`config.mk`:
```
export PLATFORM = sky130hd
export DESIGN_NAME = data_path
export DESIGN_NICKNAME = d
export VERILOG_FILES = /design/src/rtl/data_path.sv
export SDC_FILE = /design/constraint.sdc
export NUM_CORES = 2
export LEC_CHECK = 0
export ABC_AREA = 1
export BUFFER_PORTS_ARGS = -buffer_cell sky130_fd_sc_hd__buf_2
export CAP_MARGIN = 25
export CORE_ASPECT_RATIO = 2
export CORE_MARGIN = 4
export CORE_UTILIZATION = 42
export CTS_BUF_LIST = sky130_fd_sc_hd__clkbuf_8
export DETAILED_ROUTE_END_ITERATION = 16
export GPL_TIMING_DRIVEN = 0
export PLACE_DENSITY_LB_ADDON = 0.1
export SYNTH_ARGS = -nofsm -noshare
export SYNTH_HDL_FRONTEND = slang
export SYNTH_SLANG_ARGS = --single-unit
```
`constraint.sdc`:
```
create_clock -name Clock -period 8.8 [get_ports Clock]
set_input_delay 0.88 -clock Clock [delete_from_list [all_inputs] [get_ports Clock]]
set_output_delay 0.88 -clock Clock [all_outputs]
set_load 0.05 [all_outputs]
```
`src/rtl/data_path.sv`:
```
// -----------------------------------------------------------------------------
// data_path : 32-bit single-bus CPU datapath
//
// Purpose
//   Sixteen general registers plus HI, LO, PC, MDR, InPort and Y share one
//   combinational bus. ZHigh/ZLow capture the 64-bit result of a
//   combinational ALU whose A operand is Y and whose B operand is the bus.
//   Clock is the single clock. clear is a synchronous, active-high reset.
//
// Ports
//   Clock, clear             : clock / synchronous reset
//   Read                     : MDR source select (1 = Mdatain, 0 = bus)
//   op[4:0]                  : ALU operation
//   Mdatain[31:0]            : memory data into MDR
//   R0out..Yout              : bus source selects (R0 has the highest priority)
//   R0in..Yin                : register load enables (InPC loads PC)
//   BusOut                   : current bus value
//   mdrData                  : MDR contents
//   BusMuxInR0/R1/R2/YOut/HI/LO : register contents for observation
//
// Configuration
//   DATA_PATH_MULDIV_EN : when defined, MUL (01001) and DIV (01010) are built.
//                         When undefined, both codes give a zero result and no
//                         multiplier or divider exists.
// -----------------------------------------------------------------------------
module data_path (
   input  logic        Clock,
   input  logic        clear,
   input  logic        Read,
   input  logic [4:0]  op,
   input  logic [31:0] Mdatain,
   input  logic        R0out,
   input  logic        R1out,
   input  logic        R2out,
   input  logic        R3out,
   input  logic        R4out,
   input  logic        R5out,
   input  logic        R6out,
   input  logic        R7out,
   input  logic        R8out,
   input  logic        R9out,
   input  logic        R10out,
   input  logic        R11out,
   input  logic        R12out,
   input  logic        R13out,
   input  logic        R14out,
   input  logic        R15out,
   input  logic        HIOut,
   input  logic        LOout,
   input  logic        Zhighout,
   input  logic        Zlowout,
   input  logic        PCout,
   input  logic        MDRout,
   input  logic        InPortout,
   input  logic        Yout,
   input  logic        R0in,
   input  logic        R1in,
   input  logic        R2in,
   input  logic        R3in,
   input  logic        R4in,
   input  logic        R5in,
   input  logic        R6in,
   input  logic        R7in,
   input  logic        R8in,
   input  logic        R9in,
   input  logic        R10in,
   input  logic        R11in,
   input  logic        R12in,
   input  logic        R13in,
   input  logic        R14in,
   input  logic        R15in,
   input  logic        HIin,
   input  logic        LOin,
   input  logic        ZHighin,
   input  logic        Zlowin,
   input  logic        InPC,
   input  logic        MDRin,
   input  logic        InPortin,
   input  logic        Yin,
   output logic [31:0] BusOut,
   output logic [31:0] mdrData,
   output logic [31:0] BusMuxInR0,
   output logic [31:0] BusMuxInR1,
   output logic [31:0] BusMuxInR2,
   output logic [31:0] BusMuxInYOut,
   output logic [31:0] BusMuxInHI,
   output logic [31:0] BusMuxInLO
);

   logic [15:0] w_rout;
   logic [15:0] w_rin;
   logic [31:0] w_bus;
   logic [31:0] w_alu_hi;
   logic [31:0] w_alu_lo;

   logic [31:0] r_gpr [16];
   logic [31:0] r_hi;
   logic [31:0] r_lo;
   logic [31:0] r_pc;
   logic [31:0] r_mdr;
   logic [31:0] r_inport;
   logic [31:0] r_y;
   logic [31:0] r_zhigh;
   logic [31:0] r_zlow;

   assign w_rout = {R15out, R14out, R13out, R12out, R11out, R10out, R9out, R8out,
                    R7out,  R6out,  R5out,  R4out,  R3out,  R2out,  R1out, R0out};
   assign w_rin  = {R15in,  R14in,  R13in,  R12in,  R11in,  R10in,  R9in,  R8in,
                    R7in,   R6in,   R5in,   R4in,   R3in,   R2in,   R1in,  R0in};

   // Bus mux: sources are applied lowest priority first so that the
   // highest-priority active select is the last assignment and wins.
   always_comb begin
      w_bus = '0;
      if (Yout)      w_bus = r_y;
      if (InPortout) w_bus = r_inport;
      if (MDRout)    w_bus = r_mdr;
      if (PCout)     w_bus = r_pc;
      if (Zlowout)   w_bus = r_zlow;
      if (Zhighout)  w_bus = r_zhigh;
      if (LOout)     w_bus = r_lo;
      if (HIOut)     w_bus = r_hi;
      for (int i = 15; i >= 0; i--) begin
         if (w_rout[i]) w_bus = r_gpr[i];
      end
   end

   // ---------------------------------------------------------------- ALU
   logic [31:0] w_a;
   logic [31:0] w_b;
   logic [4:0]  w_sh;
   logic [31:0] w_rol;
   logic [31:0] w_ror;

   assign w_a  = r_y;
   assign w_b  = w_bus;
   assign w_sh = w_bus[4:0];

   // Rotates are built from two shifts; the zero-amount case is bypassed
   // because the complementary shift would be by the full width.
   assign w_rol = (w_sh == 5'd0) ? w_a
                : ((w_a << w_sh) | (w_a >> (6'd32 - {1'b0, w_sh})));
   assign w_ror = (w_sh == 5'd0) ? w_a
                : ((w_a >> w_sh) | (w_a << (6'd32 - {1'b0, w_sh})));

`ifdef DATA_PATH_MULDIV_EN
   logic signed [63:0] w_prod;
   logic signed [31:0] w_quot;
   logic signed [31:0] w_rem;

   assign w_prod = $signed({{32{w_a[31]}}, w_a}) * $signed({{32{w_b[31]}}, w_b});

   // Division by zero and the single overflowing case (-2^31 / -1) are
   // resolved explicitly so the result never depends on the tool.
   always_comb begin
      w_quot = '0;
      w_rem  = '0;
      if (w_b == 32'd0) begin
         w_quot = 32'hFFFF_FFFF;
         w_rem  = w_a;
      end else if ((w_a == 32'h8000_0000) && (w_b == 32'hFFFF_FFFF)) begin
         w_quot = 32'h8000_0000;
         w_rem  = 32'd0;
      end else begin
         w_quot = $signed(w_a) / $signed(w_b);
         w_rem  = $signed(w_a) % $signed(w_b);
      end
   end
`endif

   always_comb begin
      w_alu_hi = '0;
      w_alu_lo = '0;
      case (op)
         5'b00000: w_alu_lo = w_a + w_b;
         5'b00001: w_alu_lo = w_a - w_b;
         5'b00010: w_alu_lo = w_a & w_b;
         5'b00011: w_alu_lo = w_a | w_b;
         5'b00100: w_alu_lo = w_a >> w_sh;
         5'b00101: w_alu_lo = w_a << w_sh;
         5'b00110: w_alu_lo = w_rol;
         5'b00111: w_alu_lo = w_ror;
         5'b01000: w_alu_lo = $unsigned($signed(w_a) >>> w_sh);
`ifdef DATA_PATH_MULDIV_EN
         5'b01001: begin
            w_alu_hi = w_prod[63:32];
            w_alu_lo = w_prod[31:0];
         end
         5'b01010: begin
            w_alu_hi = w_rem;
            w_alu_lo = w_quot;
         end
`endif
         5'b01011: w_alu_lo = 32'd0 - w_b;
         5'b01100: w_alu_lo = ~w_b;
         default: begin
            w_alu_hi = '0;
            w_alu_lo = '0;
         end
      endcase
   end

   // ---------------------------------------------------------- registers
   always_ff @(posedge Clock) begin
      if (clear) begin
         for (int i = 0; i < 16; i++) r_gpr[i] <= '0;
      end else begin
         for (int i = 0; i < 16; i++) begin
            if (w_rin[i]) r_gpr[i] <= w_bus;
         end
      end
   end

   always_ff @(posedge Clock) begin
      if (clear) begin
         r_hi     <= '0;
         r_lo     <= '0;
         r_pc     <= '0;
         r_mdr    <= '0;
         r_inport <= '0;
         r_y      <= '0;
         r_zhigh  <= '0;
         r_zlow   <= '0;
      end else begin
         if (HIin)     r_hi     <= w_bus;
         if (LOin)     r_lo     <= w_bus;
         if (InPC)     r_pc     <= w_bus;
         if (InPortin) r_inport <= w_bus;
         if (Yin)      r_y      <= w_bus;
         if (MDRin)    r_mdr    <= Read ? Mdatain : w_bus;
         if (ZHighin)  r_zhigh  <= w_alu_hi;
         if (Zlowin)   r_zlow   <= w_alu_lo;
      end
   end

   assign BusOut       = w_bus;
   assign mdrData      = r_mdr;
   assign BusMuxInR0   = r_gpr[0];
   assign BusMuxInR1   = r_gpr[1];
   assign BusMuxInR2   = r_gpr[2];
   assign BusMuxInYOut = r_y;
   assign BusMuxInHI   = r_hi;
   assign BusMuxInLO   = r_lo;

endmodule

```
==> results of run 1 <==
[kinds of logic after synthesis]
kind of cell,after synthesis
simple gates,3153
compound gates,1126
buf+inv,908
flops,736
fa+ha+maj,101
xor+xnor,18
mux,1
[through the flow]
stage / setup WS [ns] / instance area, um^2 / instances / setup TNS (ns)
after global placement: -4.07 / 48600 / 7746 / -80.30
after detailed placement: -2.78 / 48800 / 7766 / -51.43
after floorplan: 1.95 / 45300 / 6043 / 0
after CTS: 0.0158 / 51100 / 7925 / 0
[cell usage after synthesis (2+ instances only)]
cell type / count / area share, %
sky130_fd_sc_hd__xnor2_1: 6 / 0.12
sky130_fd_sc_hd__nand2_4: 2 / 0.050
sky130_fd_sc_hd__nand4_1: 40 / 0.55
sky130_fd_sc_hd__a211oi_1: 6 / 0.099
sky130_fd_sc_hd__o21ai_0: 298 / 3.3
sky130_fd_sc_hd__inv_1: 338 / 2.8
sky130_fd_sc_hd__a21oi_1: 445 / 4.9
sky130_fd_sc_hd__nor2_4: 2 / 0.050
sky130_fd_sc_hd__nand3b_1: 12 / 0.20
sky130_fd_sc_hd__buf_1: 73 / 0.61
sky130_fd_sc_hd__or2_2: 89 / 1.2
sky130_fd_sc_hd__o21a_1: 5 / 0.083
sky130_fd_sc_hd__o22ai_1: 24 / 0.33
sky130_fd_sc_hd__nand2_2: 23 / 0.32
sky130_fd_sc_hd__nor2_2: 4 / 0.055
sky130_fd_sc_hd__fa_1: 2 / 0.088
sky130_fd_sc_hd__nor3_1: 18 / 0.20
sky130_fd_sc_hd__buf_6: 11 / 0.27
sky130_fd_sc_hd__inv_2: 14 / 0.12
sky130_fd_sc_hd__o21ai_1: 46 / 0.51
sky130_fd_sc_hd__nor4_1: 2 / 0.028
sky130_fd_sc_hd__buf_2: 103 / 1.1
sky130_fd_sc_hd__o21bai_1: 5 / 0.083
sky130_fd_sc_hd__edfxtp_1: 512 / 34
sky130_fd_sc_hd__a31oi_1: 11 / 0.15
sky130_fd_sc_hd__o221ai_1: 21 / 0.41
sky130_fd_sc_hd__o211ai_1: 244 / 4.0
sky130_fd_sc_hd__clkbuf_1: 261 / 2.2
sky130_fd_sc_hd__ha_1: 99 / 2.7
sky130_fd_sc_hd__a21boi_1: 4 / 0.066
sky130_fd_sc_hd__nand3_1: 905 / 10
sky130_fd_sc_hd__o2111ai_1: 3 / 0.058
sky130_fd_sc_hd__a311oi_1: 3 / 0.058
sky130_fd_sc_hd__o31ai_1: 2 / 0.033
sky130_fd_sc_hd__xor2_1: 12 / 0.23
sky130_fd_sc_hd__clkinv_1: 8 / 0.066
sky130_fd_sc_hd__a221oi_1: 4 / 0.077
sky130_fd_sc_hd__nand2_1: 1424 / 12
sky130_fd_sc_hd__dfxtp_1: 224 / 9.9
sky130_fd_sc_hd__nand3_2: 2 / 0.044
sky130_fd_sc_hd__buf_4: 99 / 1.6
sky130_fd_sc_hd__nor2_1: 626 / 5.2
[metal layers]
metal  overflow  global-route usage, %
met1          0                   57.0
met2         11                   84.9
met3          1                   27.6
met4          6                   67.1
met5          0                   4.00
[what timing repair did]
item	4_1_cts
buffers inserted	16
endpoints found under the setup margin	32
pin swaps	3
resized for setup	81
==> qor.log, run 1 <==
qor: synthesis.synthDistinctLibCells 53
qor: global_route.grt_max_degree 33
qor: placement.io_buffers 327
qor: die.floorplan.rows 170
qor: synthesis.synth-compound-area-share 14.3%
qor: die.initial_core_util 42.2%
qor: cts.root_buffer_cell sky130_fd_sc_hd__clkbuf_8
qor: cts.cts.hold.buffers_added 0
qor: synthesis.synth-warning-count 0
qor: synthesis.synth.area.mux_share 0.0221%
qor: synthesis.synthSimpleGateAreaFrac 29.8%
qor: synthesis.synth_cells 6043
qor: cts.cts.sink_count 736
qor: synthesis.xor_xnor_cell_area_share_of_the_yosys_netlist 0.348%
qor: cts.cts_made_buffers 86
qor: die.dieWidth 240 um
qor: synthesis.synth_edf_count 512
qor: outcome.error_that_halted_the_flow [ERROR GRT-0116] Global routing finished with congestion. Check the congestion regions in the DRC Viewer.
qor: synthesis.synth_fp_nets 6232
qor: synthesis.count_of_state_elements_after_synthesis 736
qor: die.die_ht 472 um
qor: synthesis.synth_top_family_by_area simple AND/OR/NAND/NOR gates
qor: global_route.grt_pass1_vias 54000
qor: synthesis.postSynth.asyncResetShare 0%
qor: cts.htreeDepth 3
qor: die.pin_count 344
qor: synthesis.synthFlopType sky130_fd_sc_hd__edfxtp_1
qor: placement.place_congestion 1.17
qor: global_route.grt_util_all_layers 58.8%
qor: synthesis.yosys.area_share.adder 2.82%
qor: global_route.overflow 18
qor: cts.cts-root-to-sink-buffers 3
qor: synthesis.synth.avg_cell_area 7.49 um^2
qor: outcome.status stopped before the end
qor: synthesis.post_synth_instance_area 0.0453 mm^2
qor: global_route.grt_first_pass_wirelength 460 mm
qor: outcome.flow.stopped_at global routing (5_1_grt)
qor: synthesis.synth-seq-area-share 43.9%
qor: placement.place_hpwl 252 mm
==> run 2, diff against run 1 <==
Settings changed: CORE_ASPECT_RATIO 2 to unset, CORE_UTILIZATION 42 to 27, CTS_BUF_LIST sky130_fd_sc_hd__clkbuf_8 to unset, PLACE_DENSITY_LB_ADDON 0.1 to 0.15.
==> run 2 against run 1 <==
  * The flow now finishes without violations
  * Synthesized cell count did not move
  * Synthesized area did not move
==> qor.log, run 2 <==
qor: synthesis.synth_fp_nets 6232 [unchanged]
qor: synthesis.synth.area.mux_share 0.0221% [unchanged]
qor: cts.cts.sink_count 736 [unchanged]
qor: die.die_area 0.174 mm^2
qor: placement.place_hpwl 227 mm [was 252 mm]
qor: cts.cts-root-to-sink-buffers 3 [unchanged]
qor: detailed_routing.drc_errors 0
qor: sta.hold_viol_final 0
qor: global_route.antenna_found_initial 23
qor: placement.pre_cts_ws -2.96 ns [was -2.78 ns]
qor: cts.cts_made_buffers 80 [was 86]
qor: die.dieWidth 417 um [was 240 um]
qor: synthesis.postSynth.asyncResetShare 0% [unchanged]
qor: die.core_area 0.167 mm^2
qor: cts.clkSlewWorstSetupHoldPaths 0.06 ns
qor: power_and_ir_drop.p_per_area 213 mW/mm^2
qor: final_layout.final_cell_mix 1413 x sky130_fd_sc_hd__nand2_1, 899 x sky130_fd_sc_hd__nand3_1, 619 x sky130_fd_sc_hd__nor2_1
qor: synthesis.synth_top_family_by_area simple AND/OR/NAND/NOR gates [unchanged]
qor: synthesis.synthSimpleGateAreaFrac 29.8% [unchanged]
qor: synthesis.synth.top_cells.by_count 1424 x sky130_fd_sc_hd__nand2_1, 905 x sky130_fd_sc_hd__nand3_1, 626 x sky130_fd_sc_hd__nor2_1 [unchanged]
qor: global_route.grt_util_all_layers 31.8%
qor: global_route.grt_first_pass_wirelength 384 mm
qor: sta.setup_viol 0
qor: setup_path.cpMaxStageDelayCell sky130_fd_sc_hd__clkinv_1
qor: detailed_routing.detailedRoute.firstPassIterationCount 7
qor: power_and_ir_drop.comb_power_share 33.7%
qor: sta.max_slew_margin 25.1%
qor: synthesis.synthMostInstantiatedCell sky130_fd_sc_hd__nand2_1 [unchanged]
qor: sta.finalCriticalPeriod 8.60 ns
qor: global_route.grt_max_degree 33
qor: setup_path.crit_path_capture_type flop
qor: sta.max_slew.worst_pin.slew 1.09 ns
qor: synthesis.synth.avg_cell_area 7.49 um^2 [unchanged]
qor: detailed_routing.detailed_router_s_first_iteration_violation_count 5585
qor: detailed_routing.antenna_violating_nets_post_route 0
qor: cts.htreeDepth 3 [unchanged]
qor: cts.tritoncts yes
qor: synthesis.synth-compound-area-share 14.3% [unchanged]
qor: power_and_ir_drop.max-vdd-ir-drop 130 uV
qor: synthesis.synth-seq-area-share 43.9% [unchanged]
qor: global_route.overflow 0
qor: setup_path.critical_path_peak_fanout 9
qor: setup_path.worst_path_largest_cell_delay 0.96 ns
qor: setup_path.cpMostUsedCell sky130_fd_sc_hd__nand2_1
qor: final_layout.filler_cell_count 18300
qor: synthesis.synth-warning-count 0 [unchanged]
qor: sta.worst_clock_skew 0.0327 ns
qor: detailed_routing.totalWireLength 289 mm
qor: sta.finalWorstSetupSlack 0.204 ns
qor: detailed_routing.via_count 48200
qor: power_and_ir_drop.static-leakage-power 23.0 nW
qor: final_layout.largest_register_ff_count 512
qor: final_layout.nets 6689
qor: final_layout.registers.top_by_ff_count r_gpr
qor: placement.io_buffers 327 [unchanged]
qor: power_and_ir_drop.total_switching_power 4.64 mW
qor: synthesis.yosys.area_share.adder 2.82% [unchanged]
qor: final_layout.leading_cell_type_in_the_layout_fill_and_taps_excluded sky130_fd_sc_hd__nand2_1
qor: setup_path.worstSetupStartpointType flop
qor: power_and_ir_drop.power_frac_clock 29.6%
qor: sta.grt_setup_unrepaired no
qor: die.initial_core_util 27.1% [was 42.2%]
qor: final_layout.final_cells 8784
qor: final_layout.final_layout_size_suffix_gt1_share 14.4%
qor: sta.whs 0.473 ns
qor: detailed_routing.post_drt_via_cell_ratio 5.48
qor: die.floorplan.rows 150 [was 170]
qor: synthesis.xor_xnor_cell_area_share_of_the_yosys_netlist 0.348% [unchanged]
qor: cts.clk_latency 0.69 ns
qor: detailed_routing.detailed_route_wire_length_per_cell 32.9 um
qor: run.maxCapViolCount 0
qor: synthesis.post_synth_instance_area 0.0453 mm^2 [unchanged]
qor: power_and_ir_drop.power_switching_share 41.0%
qor: placement.place_congestion 1.06 [was 1.17]
qor: setup_path.criticalPathCategory flop to flop
qor: power_and_ir_drop.p_int 6.69 mW
qor: min_path.min-delay-path-class flop to flop
qor: cts.root_buffer_cell sky130_fd_sc_hd__clkbuf_16 [was sky130_fd_sc_hd__clkbuf_8]
qor: setup_path.crit_required 9.35 ns
qor: placement.placed_cells_incl_taps 8598 [was 7766]
qor: synthesis.netlist_top_cells_area sky130_fd_sc_hd__edfxtp_1 34%, sky130_fd_sc_hd__nand2_1 12%, sky130_fd_sc_hd__nand3_1 10% [unchanged]
qor: power_and_ir_drop.p_seq_share 36.8%
qor: global_route.grt_pass1_vias 45800
qor: sta.finalSetupTns 0 ns
qor: synthesis.count_of_state_elements_after_synthesis 736 [unchanged]
qor: setup_path.cp.arrival 9.15 ns
qor: sta.maxSlewViolCount 0
qor: synthesis.synth_edf_count 512 [unchanged]
qor: die.die_ht 417 um [was 472 um]
qor: cts.cts.hold.buffers_added 0 [unchanged]
qor: synthesis.post-synth-top-area-cell sky130_fd_sc_hd__edfxtp_1 [unchanged]
qor: final_layout.area_growth_syn_to_layout 17.7%
qor: die.pin_count 344 [unchanged]
qor: synthesis.synthFlopType sky130_fd_sc_hd__edfxtp_1 [unchanged]
qor: final_layout.sequential_cell_area 0.0199 mm^2
qor: synthesis.synth_cells 6043 [unchanged]
qor: sta.timing.fmax 116 MHz
qor: sta.period_share 97.7%
qor: synthesis.synthDistinctLibCells 53 [unchanged]
qor: final_layout.multiInputGateArea 0.0217 mm^2
qor: synthesis.netlist.area_leader.share 34.0% [unchanged]
qor: outcome.status finished clean [was stopped before the end]
## run 2: cell counts after synthesis
Identical to the previous run, type by type.
## run 2: metrics by stage
stage	util (%)	power, mW	cell area [um^2]
2_1_floorplan	-	6.18	45300
3_3_place_gp	29.8	7.86	49700
3_5_place_dp	30.0	7.88	50000
4_1_cts	31.7	11.3	52900
5_1_grt	31.9	11.7	53300
6_report	31.9	11.3	53300
## run 2: power by group through the flow
| stage | registers, mW | clock network, mW | logic [mW] |
|---|---|---|---|
| finish | 4.17 | 3.35 | 3.82 |
| global route | 4.18 | 3.53 | 3.96 |
| CTS | 4.16 | 3.39 | 3.70 |
| detailed placement | 4.24 | 0 | 3.65 |
| global placement | 4.23 | 0 | 3.63 |
| floorplan | 4.29 | 0 | 1.89 |
## run 2: what timing repair did
action | CTS | global route
buffers inserted | 25 | 14
endpoints found under the hold margin | 0 | 0
setup endpoints to repair | 32 | 14
cloned | 0 | 1
pin swaps | 6 | 9
gates resized for setup | 90 | 87
## run 2: worst paths after layout
path | from | end | slack (ns) | cells past startpoint
max reg2reg | BusMuxInYOut[31]$_SDFFE_PP0P_ | r_zlow[31]$_SDFFE_PP0P_ | 0.20 | 38
min reg2reg | r_zlow[18]$_SDFFE_PP0P_ | r_zlow[18]$_SDFFE_PP0P_ | 0.47 | 2
max | BusMuxInYOut[31]$_SDFFE_PP0P_ | r_zlow[31]$_SDFFE_PP0P_ | 0.20 | 38
min | r_zlow[18]$_SDFFE_PP0P_ | r_zlow[18]$_SDFFE_PP0P_ | 0.47 | 2
## run 2: final cells by class
type,count,area share (%)
diodes,14,0.0657
plain buffers,532,5.24
clock buffers,115,4.21
clock inverters,33,0.533
inverters,360,2.63
multi-input cells,4399,40.7
flip-flops and latches,736,37.3
well taps,2204,5.17
repair buffers,391,4.22
## run 2: logic make-up (layout without fill, tap and decap cells)
logic type / after synthesis / in the layout
compound gates: 1126 / 1126
buf+inv: 908 / 1431
xor+xnor: 18 / 18
mux: 1 / 1
flops: 736 / 736
fa+ha+maj: 101 / 101
simple gates: 3153 / 3153
other cells: 0 / 14
## run 2: routing by layer
layer	routed length (um)	vias to the layer above	track usage, %
met1	109000	23600	37.2
met5	38	-	0
met3	16800	738	3.74
met2	137000	2315	53.7
li1	-	21500	-
met4	25700	6	24.0
## run 2: critical path, delay by kind of cell, from the launching register on
kind | cells | cell delay [ns]
AO/OA/AOI/OAI | 11 | 1.58
AND/OR/NAND/NOR | 22 | 3.31
buffers and inverters | 4 | 2.58
flip-flops | 1 | 0.54
adder cells (fa/ha/maj) | 1 | 0.41
No activity file was read; power rests on OpenSTA's default activity.
